`src/rtl/sys_rst_seq_pkg.sv`:
```
// sys_rst_seq_pkg: shared types and constants for the PCIe reset sequencer.
//   state_e         : 3-bit sequencer state encoding (also exported on bus.state)
//   DEF_*           : default delay / timeout values, in sys_clk cycles
//   max3()          : helper used to size the shared counter
package sys_rst_seq_pkg;

   typedef enum logic [2:0] {
      ST_PERST     = 3'd0,
      ST_WAIT_LINK = 3'd1,
      ST_USER_RST  = 3'd2,
      ST_DONE      = 3'd3,
      ST_FAIL      = 3'd4
   } state_e;

   localparam int unsigned DEF_PERST_DLY    = 100;
   localparam int unsigned DEF_USER_RST_DLY = 16;
   localparam int unsigned DEF_LINK_TIMEOUT = 4096;

   function automatic int unsigned max3(input int unsigned a,
                                        input int unsigned b,
                                        input int unsigned c);
      int unsigned m;
      m = (a > b) ? a : b;
      return (m > c) ? m : c;
   endfunction

endpackage

```
`src/rtl/sys_rst_seq_if.sv`:
```
// sys_rst_seq_if: control/status bundle of the reset sequencer.
//   req_rst    : synchronous warm-reset request (to sequencer)
//   link_up    : asynchronous link status from the endpoint (to sequencer)
//   perst_n    : PCIe fundamental reset, active-low (from sequencer)
//   user_rst_n : downstream user-logic reset, active-low (from sequencer)
//   seq_done   : high only while the sequence is complete (from sequencer)
//   timeout    : sticky link-up failure flag (from sequencer)
//   state      : current state encoding, for debug (from sequencer)
// modport slave is the sequencer side, modport master the controlling side.
interface sys_rst_seq_if;

   logic       req_rst;
   logic       link_up;
   logic       perst_n;
   logic       user_rst_n;
   logic       seq_done;
   logic       timeout;
   logic [2:0] state;

   modport master (
      output req_rst, link_up,
      input  perst_n, user_rst_n, seq_done, timeout, state
   );

   modport slave (
      input  req_rst, link_up,
      output perst_n, user_rst_n, seq_done, timeout, state
   );

endinterface

```
`src/rtl/rst_seq_sync.sv`:
```
// rst_seq_sync: two-flop synchronizer with asynchronous active-low reset to 0.
//   clk   : destination clock
//   rst_n : asynchronous active-low reset
//   d     : asynchronous input
//   q     : synchronized output (two clk edges of latency)
module rst_seq_sync (
   input  logic clk,
   input  logic rst_n,
   input  logic d,
   output logic q
);

   logic [1:0] sync_q;
   logic [1:0] sync_d;

   always_comb begin
      sync_d = {sync_q[0], d};
   end

   always_ff @(posedge clk or negedge rst_n) begin
      if (!rst_n) begin
         sync_q <= '0;
      end else begin
         sync_q <= sync_d;
      end
   end

   assign q = sync_q[1];

endmodule

```
`src/rtl/sys_rst_seq.sv`:
```
// sys_rst_seq: PCIe power-up / warm reset sequencer.
//   sys_clk   : single clock, rising edge
//   sys_rst_n : asynchronous active-low reset
//   bus       : sys_rst_seq_if.slave (req_rst, link_up in; perst_n,
//               user_rst_n, seq_done, timeout, state out)
// Sequence: PERST (perst_n low for PERST_DLY edges) -> WAIT_LINK (until the
// synchronized link is up, or FAIL after LINK_TIMEOUT) -> USER_RST (user reset
// held USER_RST_DLY edges) -> DONE. Link loss in USER_RST/DONE returns to
// WAIT_LINK; req_rst restarts from PERST from any state.
module sys_rst_seq
   import sys_rst_seq_pkg::*;
#(
   parameter int unsigned PERST_DLY    = DEF_PERST_DLY,
   parameter int unsigned USER_RST_DLY = DEF_USER_RST_DLY,
   parameter int unsigned LINK_TIMEOUT = DEF_LINK_TIMEOUT
) (
   input  logic          sys_clk,
   input  logic          sys_rst_n,
   sys_rst_seq_if.slave  bus
);

   localparam int unsigned CW = $clog2(max3(PERST_DLY, USER_RST_DLY, LINK_TIMEOUT) + 1);

   // PERST/USER_RST leave on the N-th edge in state, so they compare against
   // N-1; WAIT_LINK fails on the cycle the count has reached LINK_TIMEOUT.
   localparam logic [CW-1:0] PERST_LAST = CW'(PERST_DLY - 1);
   localparam logic [CW-1:0] USER_LAST  = CW'(USER_RST_DLY - 1);
   localparam logic [CW-1:0] LINK_LAST  = CW'(LINK_TIMEOUT);

   state_e        state_q, state_d;
   logic [CW-1:0] cnt_q, cnt_d;
   logic          perst_n_q, perst_n_d;
   logic          user_rst_n_q, user_rst_n_d;
   logic          seq_done_q, seq_done_d;
   logic          timeout_q, timeout_d;
   logic          link_s;

   rst_seq_sync u_sync (
      .clk   (sys_clk),
      .rst_n (sys_rst_n),
      .d     (bus.link_up),
      .q     (link_s)
   );

   always_comb begin
      state_d = state_q;

      if (bus.req_rst) begin
         state_d = ST_PERST;
      end else begin
         case (state_q)
            ST_PERST: begin
               if (cnt_q == PERST_LAST) state_d = ST_WAIT_LINK;
            end
            ST_WAIT_LINK: begin
               // link-up is tested first so it wins a same-cycle timeout
               if (link_s)                  state_d = ST_USER_RST;
               else if (cnt_q == LINK_LAST) state_d = ST_FAIL;
            end
            ST_USER_RST: begin
               if (!link_s)                 state_d = ST_WAIT_LINK;
               else if (cnt_q == USER_LAST) state_d = ST_DONE;
            end
            ST_DONE: begin
               if (!link_s) state_d = ST_WAIT_LINK;
            end
            ST_FAIL: begin
               state_d = ST_FAIL;
            end
            default: begin
               state_d = ST_PERST;
            end
         endcase
      end

      // one shared counter: cleared on every state change or request,
      // otherwise counts up and saturates at all-ones
      if (bus.req_rst || (state_d != state_q)) begin
         cnt_d = '0;
      end else if (cnt_q == '1) begin
         cnt_d = cnt_q;
      end else begin
         cnt_d = cnt_q + 1'b1;
      end

      // outputs decoded from the next state so every port is a plain flop
      perst_n_d    = (state_d != ST_PERST);
      user_rst_n_d = (state_d == ST_DONE);
      seq_done_d   = (state_d == ST_DONE);
      timeout_d    = (state_d == ST_FAIL);
   end

   always_ff @(posedge sys_clk or negedge sys_rst_n) begin
      if (!sys_rst_n) begin
         state_q      <= ST_PERST;
         cnt_q        <= '0;
         perst_n_q    <= 1'b0;
         user_rst_n_q <= 1'b0;
         seq_done_q   <= 1'b0;
         timeout_q    <= 1'b0;
      end else begin
         state_q      <= state_d;
         cnt_q        <= cnt_d;
         perst_n_q    <= perst_n_d;
         user_rst_n_q <= user_rst_n_d;
         seq_done_q   <= seq_done_d;
         timeout_q    <= timeout_d;
      end
   end

   assign bus.perst_n    = perst_n_q;
   assign bus.user_rst_n = user_rst_n_q;
   assign bus.seq_done   = seq_done_q;
   assign bus.timeout    = timeout_q;
   assign bus.state      = state_q;

endmodule

```
`src/flat_wrapper.sv`:
```
// flat-port wrapper written by rule: the top's interface ports become plain ports
module sys_rst_seq_flat import sys_rst_seq_pkg::*;
#(
   parameter int unsigned PERST_DLY    = DEF_PERST_DLY,
   parameter int unsigned USER_RST_DLY = DEF_USER_RST_DLY,
   parameter int unsigned LINK_TIMEOUT = DEF_LINK_TIMEOUT
)
  (sys_clk, sys_rst_n, bus_req_rst, bus_link_up, bus_perst_n, bus_user_rst_n, bus_seq_done, bus_timeout, bus_state);
  sys_rst_seq_if bus_i ();
  input  logic sys_clk;
  input  logic sys_rst_n;
  input wire logic [$bits(bus_i.req_rst)-1:0] bus_req_rst;
  input wire logic [$bits(bus_i.link_up)-1:0] bus_link_up;
  output wire logic [$bits(bus_i.perst_n)-1:0] bus_perst_n;
  output wire logic [$bits(bus_i.user_rst_n)-1:0] bus_user_rst_n;
  output wire logic [$bits(bus_i.seq_done)-1:0] bus_seq_done;
  output wire logic [$bits(bus_i.timeout)-1:0] bus_timeout;
  output wire logic [$bits(bus_i.state)-1:0] bus_state;
  assign bus_i.req_rst = bus_req_rst;
  assign bus_i.link_up = bus_link_up;
  assign bus_perst_n = bus_i.perst_n;
  assign bus_user_rst_n = bus_i.user_rst_n;
  assign bus_seq_done = bus_i.seq_done;
  assign bus_timeout = bus_i.timeout;
  assign bus_state = bus_i.state;
  sys_rst_seq #(.PERST_DLY(PERST_DLY), .USER_RST_DLY(USER_RST_DLY), .LINK_TIMEOUT(LINK_TIMEOUT)) u_core (.sys_clk(sys_clk), .sys_rst_n(sys_rst_n), .bus(bus_i));
endmodule
```
`config.mk`:
```
export PLATFORM = sky130hd
export DESIGN_NAME = sys_rst_seq_flat
export DESIGN_NICKNAME = d
export VERILOG_FILES = /design/src/rtl/sys_rst_seq_pkg.sv /design/src/rtl/sys_rst_seq_if.sv /design/src/rtl/rst_seq_sync.sv /design/src/rtl/sys_rst_seq.sv /design/src/flat_wrapper.sv
export SDC_FILE = /design/constraint.sdc
export NUM_CORES = 1
export LEC_CHECK = 0
export ABC_AREA = 0
export CAP_MARGIN = 20
export CORE_UTILIZATION = 40
export CTS_CLUSTER_SIZE = 10
export DETAILED_ROUTE_END_ITERATION = 7
export GPL_TIMING_DRIVEN = 0
export SLEW_MARGIN = 10
export SYNTH_ARGS = -nofsm -noshare
export SYNTH_HDL_FRONTEND = slang
export SYNTH_SLANG_ARGS = --single-unit
```
`constraint.sdc`:
```
create_clock -name sys_clk -period 1.7 [get_ports sys_clk]
set_clock_uncertainty 0.05 [all_clocks]
set_input_delay 0.34 -clock sys_clk [delete_from_list [all_inputs] [get_ports sys_clk]]
set_output_delay 0.34 -clock sys_clk [all_outputs]
set_load 0.01 [all_outputs]
```
==> results of run 1 <==
kinds of logic (layout without fill, tap and decap cells):
group | count (synthesis) | in the layout | share of synthesized area, %
fa+ha+maj | 2 | 2 | 1.95
simple gates | 60 | 60 | 29.9
compound gates | 30 | 30 | 20.0
buf+inv | 12 | 44 | 5.57
mux | 1 | 1 | 0.782
xor+xnor | 1 | 1 | 0.684
flops | 21 | 21 | 41.1
path summary, 6_finish.rpt:
path | startpoint | to | slack [ns] | cells past startpoint
worst max-delay path | u_core.cnt_q[1] | u_core.cnt_q[10] | -0.13 | 6
worst min-delay path | sys_rst_n | u_core.cnt_q[12] | 0.26 | 1
worst max register to register | u_core.cnt_q[1] | u_core.cnt_q[10] | -0.13 | 6
worst min register to register | u_core.u_sync.sync_q[0] | u_core.u_sync.sync_q[1] | 0.32 | 0
max in group asynchronous | sys_rst_n | u_core.cnt_q[6] | 0.86 | 2
min in group sys_clk | u_core.u_sync.sync_q[0] | u_core.u_sync.sync_q[1] | 0.32 | 0
area by class of cell:
cell class | instances | area (µm²)
Fill cell | 249 | 1230
Multi-Input combinational cell | 94 | 838
Sequential cell | 21 | 534
Timing Repair Buffer | 28 | 280
Buffer | 7 | 58.8
Tap cell | 44 | 55.1
Inverter | 5 | 23.8
Clock buffer | 3 | 22.5
Clock inverter | 1 | 5.00
stage by stage:
| stage | setup WS [ns] | cell area, µm² | std cells | hold WS (ns) |
|---|---|---|---|---|
| 5_1_grt | -0.161 | 1820 | 203 | 0.284 |
| 4_1_cts | -0.0952 | 1610 | 193 | 0.322 |
| 6_report | -0.127 | 1820 | 203 | 0.263 |
| 3_5_place_dp | -0.269 | 1440 | 181 | 0.291 |
| 3_3_place_gp | -0.224 | 1440 | 181 | 0.285 |
| 2_1_floorplan | -0.00260 | 1290 | 127 | -0.00559 |
routing by layer:
| metal | vias to the layer above | global-route usage [%] | routed length, µm |
|---|---|---|---|
| li1 | 559 | - | - |
| met1 | 586 | 24.7 | 1390 |
| met2 | 43 | 33.3 | 1800 |
| met3 | 11 | 3.08 | 161 |
| met4 | 0 | 11.9 | 110 |
| met5 | - | 0 | 0 |
registers in the layout, indices dropped and copies added (netlist names):
name	flops
u_core.bus.state	3
u_core.bus.timeout	1
u_core.bus.user_rst_n	1
u_core.bus.perst_n	1
u_core.cnt_q	13
u_core.u_sync.sync_q	2
cell usage in the layout (no fill, tap or decap), types with 3 or more instances in the layout:
cell / instances
sky130_fd_sc_hd__a211oi_2: 6
sky130_fd_sc_hd__a21oi_1: 4
sky130_fd_sc_hd__and4_4: 4
sky130_fd_sc_hd__buf_4: 14
sky130_fd_sc_hd__buf_6: 5
sky130_fd_sc_hd__clkbuf_4: 4
sky130_fd_sc_hd__clkdlybuf4s50_1: 8
sky130_fd_sc_hd__dfrtp_1: 14
sky130_fd_sc_hd__dfrtp_2: 7
sky130_fd_sc_hd__inv_1: 3
sky130_fd_sc_hd__nand2_1: 6
sky130_fd_sc_hd__nand3_1: 4
sky130_fd_sc_hd__nand4_1: 3
sky130_fd_sc_hd__nor2_1: 9
sky130_fd_sc_hd__nor3_1: 7
sky130_fd_sc_hd__nor3_2: 4
sky130_fd_sc_hd__nor4_4: 3
sky130_fd_sc_hd__o21ai_0: 5
sky130_fd_sc_hd__o31ai_1: 3
sky130_fd_sc_hd__or3_1: 4
worst reg2reg max path, cell delays in order (launching register included):
cell                       delay [ns]
sky130_fd_sc_hd__dfrtp_1         0.44
sky130_fd_sc_hd__ha_4            0.20
sky130_fd_sc_hd__and3_4          0.15
sky130_fd_sc_hd__and4_4          0.19
sky130_fd_sc_hd__a211o_4         0.37
sky130_fd_sc_hd__buf_6           0.15
sky130_fd_sc_hd__a211oi_2        0.20
what timing repair did:
item                       in CTS  in global routing
setup endpoints to repair      14                 18
gates cloned                    1                  1
buffers inserted                7                  8
resized for setup              14                 30
pin swaps                       6                  5
power breakdown:
| group | switching (µW) | internal [µW] | total (µW) |
|---|---|---|---|
| Clock | 170 | 88.3 | 259 |
| Combinational | 59.0 | 57.3 | 116 |
| Sequential | 8.64 | 508 | 516 |
==> flow_summary_export.csv, run 1 <==
group,metric,value,unit
run_status,status,"finished with violations",
run_status,failed_checks,"negative setup slack",
power_and_ir_drop,report.power.total,891,µW
place,place.gp.congestion,0.868,
logic_synthesis,synth_nets,133,
die,floorplan.die.height,58.6,µm
sta,timing.final.ws_setup,-0.127,ns
setup_path,arrival,2.03,ns
global_routing,antenna_found_initial,0,
die,row_count,20,
setup_path,required_time_reported_for_the_critical_path_endpoint,1.90,ns
power_and_ir_drop,power_leakage,0.000750,µW
sta,drv_slew,0,
global_routing,grt_remaining_overflow,0,
logic_synthesis,synth_seq_area_share,41.1,%
logic_synthesis,ys_seq_elements,21,
power_and_ir_drop,power.density,490,mW/mm²
global_routing,globalRouteTotalUtil,20.1,%
clock_tree,tritoncts,"done",
die,pin_count,11,
setup_path,crit_fanout,6,
place,detailed_place_hpwl,1930,µm
global_routing,grt_pass1_wl,5150,µm
setup_path,cell_breakdown_of_the_critical_path,"ha_4 -> and3_4 -> and4_4 -> a211o_4 -> buf_6 -> a211oi_2",
route,detail_route.wirelength,3460,µm
clock_tree,cts_num_sinks,21,
clock_tree,max-clock-path-buffers,2,
layout,final_layout_size_suffix_gt1_share,45.9,%
route,drcViolationCount,0,
sta,maxSlewHeadroom,68.6,%
clock_tree,clock-root-buffer,"sky130_fd_sc_hd__clkbuf_4",
logic_synthesis,yosys.cell_count.top_type,"sky130_fd_sc_hd__dfrtp_1",
logic_synthesis,synth-warning-count,0,
logic_synthesis,asyncSetResetFlopFracSynth,100,%
die,die_area,0.00343,mm²
setup_path,timing.critical_path.buf_inv,1,
layout,syn_to_final_growth,42.0,%
sta,hold_violations,0,
sta,crit_share_post_route,107,%
clock_tree,post_cts_hold_fix_bufs,0,
clock_tree,cts.reportedPaths.clkPinSlew,0.13,ns
sta,layout_min_cycle_time,1.83,ns
power_and_ir_drop,ir_drop,304,µV
route,drtAntennaViolNets,0,
logic_synthesis,synth_top_cell_by_area,"sky130_fd_sc_hd__dfrtp_1",
layout,final_nets,166,
setup_path,slowest_delay,0.44,ns
worst_hold_path,min-delay-path-class,"in2async",
route,drt_first_pass_iters,4,
layout,insertedDiodeCount,0,
route,via_count,1199,
global_routing,grt_max_degree,22,
sta,measured_slew_at_the_worst_slew_check_pin,0.467,ns
logic_synthesis,synth.cell_area,0.00128,mm²
logic_synthesis,synth_enable_flop_cells,0,
logic_synthesis,synth.distinct_cells,39,
global_routing,first_global_vias,1086,
sta,achievable_freq,547,MHz
die,start_util,41.9,%
logic_synthesis,syn_inst,127,
clock_tree,worst_skew_pair.late_latency,0.33,ns
sta,finalSetupViolations,13,
logic_synthesis,syn-mean-instance-area,10.1,µm²
layout,postLayoutCoreUtil,59.5,%
setup_path,crit_family,"compound AO/OA/AOI/OAI gates",
logic_synthesis,synth.top_cells.by_count,"21 x sky130_fd_sc_hd__dfrtp_1, 9 x sky130_fd_sc_hd__nor2_1, 7 x sky130_fd_sc_hd__nand2_1, 7 x sky130_fd_sc_hd__nor3_1, 6 x sky130_fd_sc_hd__a211oi_2",
die,core,0.00305,mm²
setup_path,cp_class,"reg2reg",
setup_path,timing.critical_path.slowest_stage_cell,"sky130_fd_sc_hd__dfrtp_1",
route,routedWlPerCell,17.1,µm
setup_path,timing.critical_path.to_type,"flop",
logic_synthesis,yosys_most_used_dff,"sky130_fd_sc_hd__dfrtp_1",
die,die-width,58.6,µm
place,numPortBuffers,10,
sta,fin_setup_tns,-0.998,ns
flow_run,drv_cap,0,
sta,rsz0062_at_grt,"true",
route,detailedRoute.firstIterationViolations,62,
clock_tree,numCtsBuffers,3,
route,vias_per_cell,5.91,
logic_synthesis,synth.top_cells.by_area,"sky130_fd_sc_hd__dfrtp_1 41%, sky130_fd_sc_hd__a211oi_2 5.9%, sky130_fd_sc_hd__and4_1 3.4%",
clock_tree,ctsHtreeMaxLevel,1,
setup_path,setup.worst_path.start_class,"flop",
logic_synthesis,proportion_of_netlist_area_held_by_the_largest_area_contributor,41.1,%
No activity file was read; power rests on OpenSTA's default activity.
==> run 2, diff against run 1 <==
- CAP_MARGIN: 20 -> not set
- PLACE_DENSITY: not set -> 0.63
- TNS_END_PERCENT: not set -> 50
==> run 2 against run 1 <==
The flow still finishes with violations (negative setup slack). Non-clock buffer count fell by 9. Die area did not move. Flip-flop and latch count did not move. Fmax rose by 2.6%. Design area fell by 9.4%. Clock power fell by 4%. Cell count fell by 4.4%. Worst setup slack improved by 0.047 ns. Register-to-register slack improved by 0.05 ns. Utilization fell by 5.6 points. Sequential share of layout area rose by 2.7 points. Via count fell by 7.9%. Critical path type unchanged. Critical endpoint is now u_core.cnt_q[4].
==> flow_summary_export.csv, run 2 (synthesized netlist as in run 1, its figures left out) <==
group,metric,value,unit
run_status,status,"finished with violations",
run_status,failed_checks,"negative setup slack",
layout,instances_no_fill,194,
layout,insertedDiodeCount,0,
global_routing,grt_remaining_overflow,0,
clock_tree,cts.reportedPaths.clkPinSlew,0.13,ns
route,drcViolationCount,0,
die,start_util,41.9,%
die,floorplan.die.height,58.6,µm
setup_path,setup.worst_path.start_class,"flop",
sta,timing.final.ws_setup,-0.0802,ns
place,placement.setup.worst_slack,-0.286,ns
die,core,0.00305,mm²
sta,achievable_freq,562,MHz
layout,final_design_area_no_fill,0.00165,mm²
route,via_count,1104,
flow_run,drv_cap,0,
sta,layout_min_cycle_time,1.78,ns
clock_tree,clock-root-buffer,"sky130_fd_sc_hd__clkbuf_4",
worst_hold_path,min-delay-path-class,"reg2reg",
layout,final_cell_mix,"19 x sky130_fd_sc_hd__dfrtp_1, 10 x sky130_fd_sc_hd__buf_4, 9 x sky130_fd_sc_hd__nor2_1, 8 x sky130_fd_sc_hd__clkdlybuf4s50_1, 7 x sky130_fd_sc_hd__nor3_1",
clock_tree,numCtsBuffers,3,
clock_tree,worst_skew_pair.late_latency,0.31,ns
power_and_ir_drop,power.density,519,mW/mm²
route,detail_route.wirelength,2780,µm
die,pin_count,11,
layout,postLayoutCoreUtil,53.9,%
global_routing,grt_pass1_wl,4820,µm
route,routedWlPerCell,14.3,µm
layout,registers.top_by_ff_count,"u_core.cnt_q",
die,die-width,58.6,µm
global_routing,antenna_found_initial,0,
clock_tree,max-clock-path-buffers,2,
power_and_ir_drop,ir_drop,324,µV
clock_tree,post_cts_hold_fix_bufs,0,
global_routing,globalRouteTotalUtil,18.6,%
sta,finalSetupViolations,13,
die,row_count,20,
place,place.gp.congestion,0.846,
route,vias_per_cell,5.69,
sta,drv_slew,0,
sta,hold_violations,0,
global_routing,first_global_vias,1051,
layout,layout_commonest_cell,"sky130_fd_sc_hd__dfrtp_1",
place,dpl-instance-area,0.00144,mm²
sta,measured_slew_at_the_worst_slew_check_pin,0.975,ns
setup_path,cp_class,"reg2reg",
clock_tree,cts_num_sinks,21,
sta,rsz0062_at_grt,"true",
route,drtAntennaViolNets,0,
sta,maxSlewHeadroom,34.8,%
sta,crit_share_post_route,105,%
layout,largest_register_ffs,13,
power_and_ir_drop,power_leakage,0.000680,µW
die,die_area,0.00343,mm²
setup_path,crit_fanout,6,
place,numPortBuffers,10,
clock_tree,tritoncts,"done",
route,drt_first_pass_iters,4,
layout,final_nets,157,
setup_path,timing.critical_path.to_type,"flop",
place,detailed_place_hpwl,1870,µm
layout,syn_to_final_growth,28.6,%
setup_path,arrival,1.95,ns
setup_path,required_time_reported_for_the_critical_path_endpoint,1.87,ns
route,detailedRoute.firstIterationViolations,36,
global_routing,grt_max_degree,22,
layout,final_layout_size_suffix_gt1_share,32.7,%
clock_tree,ctsHtreeMaxLevel,1,
place,place.detailed.instances,181,
-- run 2: changes by cell type in the layout (fill, tap and decap cells not counted), moves of 2 or more --
| cell | delta |
|---|---|
| sky130_fd_sc_hd__and4_1 | +2 |
| sky130_fd_sc_hd__and4_4 | -2 |
| sky130_fd_sc_hd__buf_4 | -4 |
| sky130_fd_sc_hd__buf_6 | -3 |
| sky130_fd_sc_hd__buf_8 | -2 |
| sky130_fd_sc_hd__dfrtp_1 | +5 |
| sky130_fd_sc_hd__dfrtp_2 | -5 |
| sky130_fd_sc_hd__inv_1 | +2 |
| sky130_fd_sc_hd__inv_4 | -2 |
| sky130_fd_sc_hd__nor4_1 | +2 |
-- run 2: routing by layer --
layer  share of wire (%)  GRT usage (%)
met5                   0              0
met4                 1.9           11.2
met3                 3.2           2.42
met2                  50           30.7
met1                  45           23.4
-- run 2: area by class of cell --
cell class / instances / area, µm²
clock inverters: 1 / 5.00
fillers: 283 / 1410
multi-input cells: 94 / 764
well taps: 44 / 55.1
plain buffers: 7 / 61.3
inverters: 5 / 18.8
flip-flops and latches: 21 / 528
repair buffers: 19 / 191
clock buffers: 3 / 22.5
-- run 2: stage by stage --
step	hold slack, ns	TNS (ns)	total power [µW]
CTS	0.326	-0.763	861
global placement	0.289	-2.39	589
global route	0.346	-1.83	895
finish	0.319	-0.716	855
detailed placement	0.289	-2.67	592
floorplan	-0.00559	-0.0156	562
-- run 2: power by group --
group,leakage [µW],total (µW),switching [µW],internal [µW]
Combinational,0.000379,91.6,46.4,45.2
Clock,0.0000177,248,160,87.9
Sequential,0.000283,515,7.38,508
Total,0.000680,855,214,641
-- run 2: critical path, cell delays in order, from the launching register on --
cell and delay [ns]:
sky130_fd_sc_hd__dfrtp_1 0.44, sky130_fd_sc_hd__ha_4 0.20, sky130_fd_sc_hd__and3_4 0.15, sky130_fd_sc_hd__and4_4 0.18, sky130_fd_sc_hd__a211o_4 0.38, sky130_fd_sc_hd__buf_6 0.14, sky130_fd_sc_hd__a2111oi_4 0.16
-- run 2: what timing repair did --
action	in CTS	in global routing
gates resized for setup	11	8
endpoints found under the setup margin	14	17
pin swaps	6	3
gates cloned	1	0
buffers inserted	6	2
-- run 2: worst paths after layout --
check	from	end	slack, ns	cells after the start
setup / recovery	u_core.cnt_q[0]	u_core.cnt_q[4]	-0.08	6
hold / removal	u_core.u_sync.sync_q[0]	u_core.u_sync.sync_q[1]	0.32	0
setup reg to reg	u_core.cnt_q[0]	u_core.cnt_q[4]	-0.08	6
hold reg to reg	u_core.u_sync.sync_q[0]	u_core.u_sync.sync_q[1]	0.32	0
max in group asynchronous	sys_rst_n	u_core.bus.state[0]	0.44	1
min in group asynchronous	sys_rst_n	u_core.cnt_q[7]	0.50	1
